File: src/rtl/mul_pkg.sv
// rtl/mul_pkg.sv - shared FSM type and sizing for the sequential unsigned multiplier
package mul_pkg;

  typedef enum logic [1:0] {
    IDLE = 2'd0,
    BUSY = 2'd1,
    DONE = 2'd2
  } state_t;

  localparam int MUL_W_DEF = 32;
  localparam int CNT_W     = $clog2(MUL_W_DEF);

endpackage

File: src/rtl/mulu_1iter.sv
// rtl/mulu_1iter.sv - one combinational shift-add step of the unsigned multiplier
module mulu_1iter
  import mul_pkg::*;
#(
  parameter int MUL_W = MUL_W_DEF
) (
  input  logic [2*MUL_W-1:0] acc,
  input  logic [2*MUL_W-1:0] mcand,
  input  logic [MUL_W-1:0]   mplier,
  output logic [2*MUL_W-1:0] next_acc,
  output logic [2*MUL_W-1:0] next_mcand,
  output logic [MUL_W-1:0]   next_mplier
);

  // acc is 2*MUL_W wide, so the sum can never overflow
  assign next_acc    = mplier[0] ? (acc + mcand) : acc;
  assign next_mcand  = mcand << 1;
  assign next_mplier = mplier >> 1;

endmodule

File: src/rtl/multiplier_unsigned_seq.sv
// rtl/multiplier_unsigned_seq.sv - radix-2 sequential unsigned multiplier, valid/ready handshake
// Optional build macro: MULU_EARLY_EXIT_EN (finish as soon as the multiplier is exhausted).
module multiplier_unsigned_seq
  import mul_pkg::*;
#(
  parameter int MUL_W = MUL_W_DEF
) (
  input  logic               clk,
  input  logic               rst_n,
  input  logic               i_valid,
  output logic               o_ready,
  input  logic [MUL_W-1:0]   i_multiplicand,
  input  logic [MUL_W-1:0]   i_multiplier,
  output logic               o_valid,
  input  logic               i_ready,
  output logic [2*MUL_W-1:0] o_product,
  output logic               o_busy
);

  localparam int CW = (MUL_W == MUL_W_DEF) ? CNT_W : $clog2(MUL_W);
  localparam logic [CW-1:0] LAST = CW'(MUL_W - 1);

  state_t             state;
  logic [2*MUL_W-1:0] acc, mcand, product;
  logic [MUL_W-1:0]   mplier;
  logic [CW-1:0]      cnt;
  logic               ready_q, busy_q, valid_q;

  logic [2*MUL_W-1:0] next_acc, next_mcand;
  logic [MUL_W-1:0]   next_mplier;
  logic               last_step;

  mulu_1iter #(.MUL_W(MUL_W)) u_step (
    .acc         (acc),
    .mcand       (mcand),
    .mplier      (mplier),
    .next_acc    (next_acc),
    .next_mcand  (next_mcand),
    .next_mplier (next_mplier)
  );

`ifdef MULU_EARLY_EXIT_EN
  // No set bits left in the multiplier means the accumulator is already final
  assign last_step = (cnt == LAST) || (next_mplier == '0);
`else
  assign last_step = (cnt == LAST);
`endif

  // product is a separate register so the visible result only moves at the end of BUSY
  always_ff @(posedge clk or negedge rst_n) begin
    if (!rst_n) begin
      state   <= IDLE;
      ready_q <= 1'b1;
      busy_q  <= 1'b0;
      valid_q <= 1'b0;
      acc     <= '0;
      mcand   <= '0;
      mplier  <= '0;
      cnt     <= '0;
      product <= '0;
    end else begin
      case (state)
        IDLE: begin
          if (i_valid) begin
            mcand   <= {{MUL_W{1'b0}}, i_multiplicand};
            mplier  <= i_multiplier;
            acc     <= '0;
            cnt     <= '0;
            state   <= BUSY;
            ready_q <= 1'b0;
            busy_q  <= 1'b1;
          end
        end
        BUSY: begin
          acc    <= next_acc;
          mcand  <= next_mcand;
          mplier <= next_mplier;
          cnt    <= cnt + CW'(1);
          if (last_step) begin
            product <= next_acc;
            state   <= DONE;
            busy_q  <= 1'b0;
            valid_q <= 1'b1;
          end
        end
        DONE: begin
          if (i_ready) begin
            state   <= IDLE;
            valid_q <= 1'b0;
            ready_q <= 1'b1;
          end
        end
        default: begin
          state   <= IDLE;
          ready_q <= 1'b1;
          busy_q  <= 1'b0;
          valid_q <= 1'b0;
        end
      endcase
    end
  end

  assign o_ready   = ready_q;
  assign o_busy    = busy_q;
  assign o_valid   = valid_q;
  assign o_product = product;

endmodule

File: config.mk
export PLATFORM = sky130hd
export DESIGN_NAME = multiplier_unsigned_seq
export DESIGN_NICKNAME = d
export VERILOG_FILES = /design/src/rtl/mul_pkg.sv /design/src/rtl/mulu_1iter.sv /design/src/rtl/multiplier_unsigned_seq.sv
export SDC_FILE = /design/constraint.sdc
export NUM_CORES = 1
export LEC_CHECK = 0
export BUFFER_PORTS_ARGS = -buffer_cell sky130_fd_sc_hd__buf_4
export CAP_MARGIN = 40
export CORE_UTILIZATION = 55
export DETAILED_ROUTE_END_ITERATION = 6
export PLACE_DENSITY_LB_ADDON = 0.2
export REMOVE_ABC_BUFFERS = 1
export SKIP_CTS_REPAIR_TIMING = 1
export SLEW_MARGIN = 40
export SYNTH_ARGS = -nofsm -noshare
export SYNTH_HDL_FRONTEND = slang
export SYNTH_SLANG_ARGS = --single-unit
File: constraint.sdc
create_clock -name clk -period 3.29 [get_ports clk]
set_input_delay 0.8225 -clock clk [delete_from_list [all_inputs] [get_ports clk]]
set_output_delay 0.8225 -clock clk [all_outputs]
set_load 0.005 [all_outputs]
==> run metrics <==
run status completed; area grow syn2layout 18.6%; post-route minimum period 3.17 ns; global-route wire length before repair 61.7 mm; die area 0.0259 sq mm; top_reg_cell synth dfrtp_1; CP Capture Type flop; CP Launch Type flop; Chip Height 161 um; Setup Total Neg Slack 0 ns; Max Root-Sink Buffers 3; critical path required time 3.73 ns; Synth area leaders dfrtp_1, o21ai_0, a21oi_1; share of layout cells above drive strength 1 17.2%; initial antenna violation count 0; sequential area share after synthesis 42.1%; row cnt 57; Sink Count 234; largest area contributor in the netlist dfrtp_1; Hold Path Class input pin to asynchronous set/reset pin; Root Buffer clkbuf_16; Routed Antenna Nets 0; syn avg cell area 9.15 sq um; Netlist cell types 66; grt total ovfl 0; async set or reset register ratio after synthesis 100%; DRT Pass-1 Iters 5; Reg-to-Reg Start mcand[4]$_DFFE_PN0P_; routed wire length 37.5 mm; Initial Util 56.7%; DRC viols 0; pre-CTS setup slack 0.0159 ns; GPL Wtd Cong 0.914; Finished Layout Cells 1979; CP Class flop to flop; Max Freq 315 MHz; largest net degree at the start of global routing 74; post-DP HPWL 25.1 mm; vias 12300; RSZ-0062 raised after global routing true; ANT cells 0; Worst-path clk slew 0.06 ns; Power Density 934 mW/mm^2; worst-skew pair later-pin latency 0.54 ns; Slew HR 41.9%; Tot GR Track Use 29.0%; Final Slew Violations 0; worst-margin pin slew 0.872 ns; vias in the first global route 12062; post-DR vias/cell 6.22; Die W 161 um; Ports 135; Post-synth top cells dfrtp_1, o21ai_0, a21oi_1; crit path from mcand[4]$_DFFE_PN0P_; max_cap viols 0; Crit path arrival time 3.61 ns; Yosys Warn Count 0; final setup skew 0.0123 ns; Max VDD drop 0.000503 V; Clock H-tree levels 1; TritonCTS buffer count 26; fin worst setup slack 0.120 ns; endpoints failing hold 0; Avg WL per Cell 19.0 um; crit path max fanout 5; Core Footprint 0.0245 sq mm; Cells after Synth 1521; Mapped Area 0.0139 sq mm; Post-synth EDFFs 0; # setup viols final 0; LEAKAGE 7.75 nW; Initial DRC Count 1177; count leader, synth dfrtp_1; share of the synthesized area in the top cell type 41.9%; synthesized flop and latch total 234; DP Cell Count 1929; Port Buffers 134; CTS tree done; period utilization 96.4%; final net count 1770
[logic make-up (layout without fill, tap and decap cells)]
group                    Yosys count  in the layout  synth area share, %
multiplexers                      46             46                 3.31
XOR/XNOR                          60             60                 3.78
AND/OR/NAND/NOR                  377            377                 13.4
AO/OA/AOI/OAI                    609            609                 27.7
adder cells (fa/ha/maj)           66             66                 5.99
flip-flops                       234            234                 42.1
buffers and inverters            129            263                 3.62
[metrics by stage]
stage | total power [mW] | hold slack (ns) | cell area (sq um) | utilization, %
6_report | 15.4 | 0.264 | 16500 | 67.2
5_1_grt | 16.5 | 0.303 | 16500 | 67.2
4_1_cts | 15.2 | 0.277 | 16300 | 66.5
3_3_place_gp | 12.0 | 0.462 | 15400 | 62.9
3_5_place_dp | 12.2 | 0.472 | 15400 | 62.9
2_1_floorplan | 9.64 | 0.465 | 13500 | -
[cell type report]
type	count	area [sq um]
Fill cell	2053	8040
Multi-Input combinational cell	1158	7750
Timing Repair Buffer	195	1520
Inverter	21	78.8
Clock buffer	41	818
Tap cell	324	405
Clock inverter	6	55.1
Sequential cell	234	5860
[layer usage]
| layer | track usage (%) | up-vias | routed length [um] |
|---|---|---|---|
| met2 | 48.3 | 427 | 17900 |
| met5 | 0 | - | 0 |
| met4 | 8.75 | 0 | 903 |
| met3 | 3.70 | 66 | 2130 |
| li1 | - | 5781 | - |
| met1 | 39.6 | 6026 | 16600 |
[flip-flops by register name, summed over array words and instances (netlist names)]
signal	count
mplier	32
cnt	5
o_busy	1
o_product	64
acc	64
o_valid	1
mcand	64
o_ready	1
state	2
[worst paths after layout]
path                                                   to  slack [ns]  depth (start not counted)
max in group asynchronous           mcand[58]$_DFFE_PN0P_        2.23                          2
worst min register to register   o_product[6]$_DFFE_PN0P_        0.48                          2
worst min-delay path            o_product[44]$_DFFE_PN0P_        0.26                          1
worst max register to register        acc[63]$_DFFE_PN0P_        0.12                         11
worst max-delay path                  acc[63]$_DFFE_PN0P_        0.12                         11
min in group clk                 o_product[6]$_DFFE_PN0P_        0.48                          2
[worst max-delay path, stage by stage, from the launching register on]
cell and delay (ns):
dfrtp_1 0.40, ha_2 0.40, a21o_1 0.18, a31oi_2 0.06, a2111o_1 0.48, a21oi_4 0.22
o21ai_4 0.12, a211oi_4 0.36, a2111o_1 0.21, xnor2_1 0.10, or4_1 0.42, o211ai_1 0.13
[cells in the final DEF (no fill, tap or decap), types with 5 or more instances in the layout]
cell type,count
and4_1,6
o21bai_1,16
clkbuf_8,9
clkinv_2,5
and3_1,30
xnor2_1,37
nor2b_1,69
mux2i_1,46
a22oi_1,60
ha_2,6
inv_1,21
a31oi_1,12
dfrtp_1,230
xor2_1,22
clkbuf_16,27
nand3_1,15
o21a_1,10
ha_1,56
nand2_1,131
a21o_1,46
nand4_1,17
and2_1,7
a22o_1,68
a21boi_0,7
a211o_1,6
o21ai_0,170
a21oi_1,164
buf_4,190
nor3_1,16
o21ai_1,6
clkbuf_1,5
nor2_1,59
[power by group]
group          leakage [nW]  internal (mW)  switching [mW]
sequential             3.08           3.98           0.944
clock                 0.437           1.77            1.17
combinational          4.24           3.29            4.25
(Power assumes the default switching activity.)
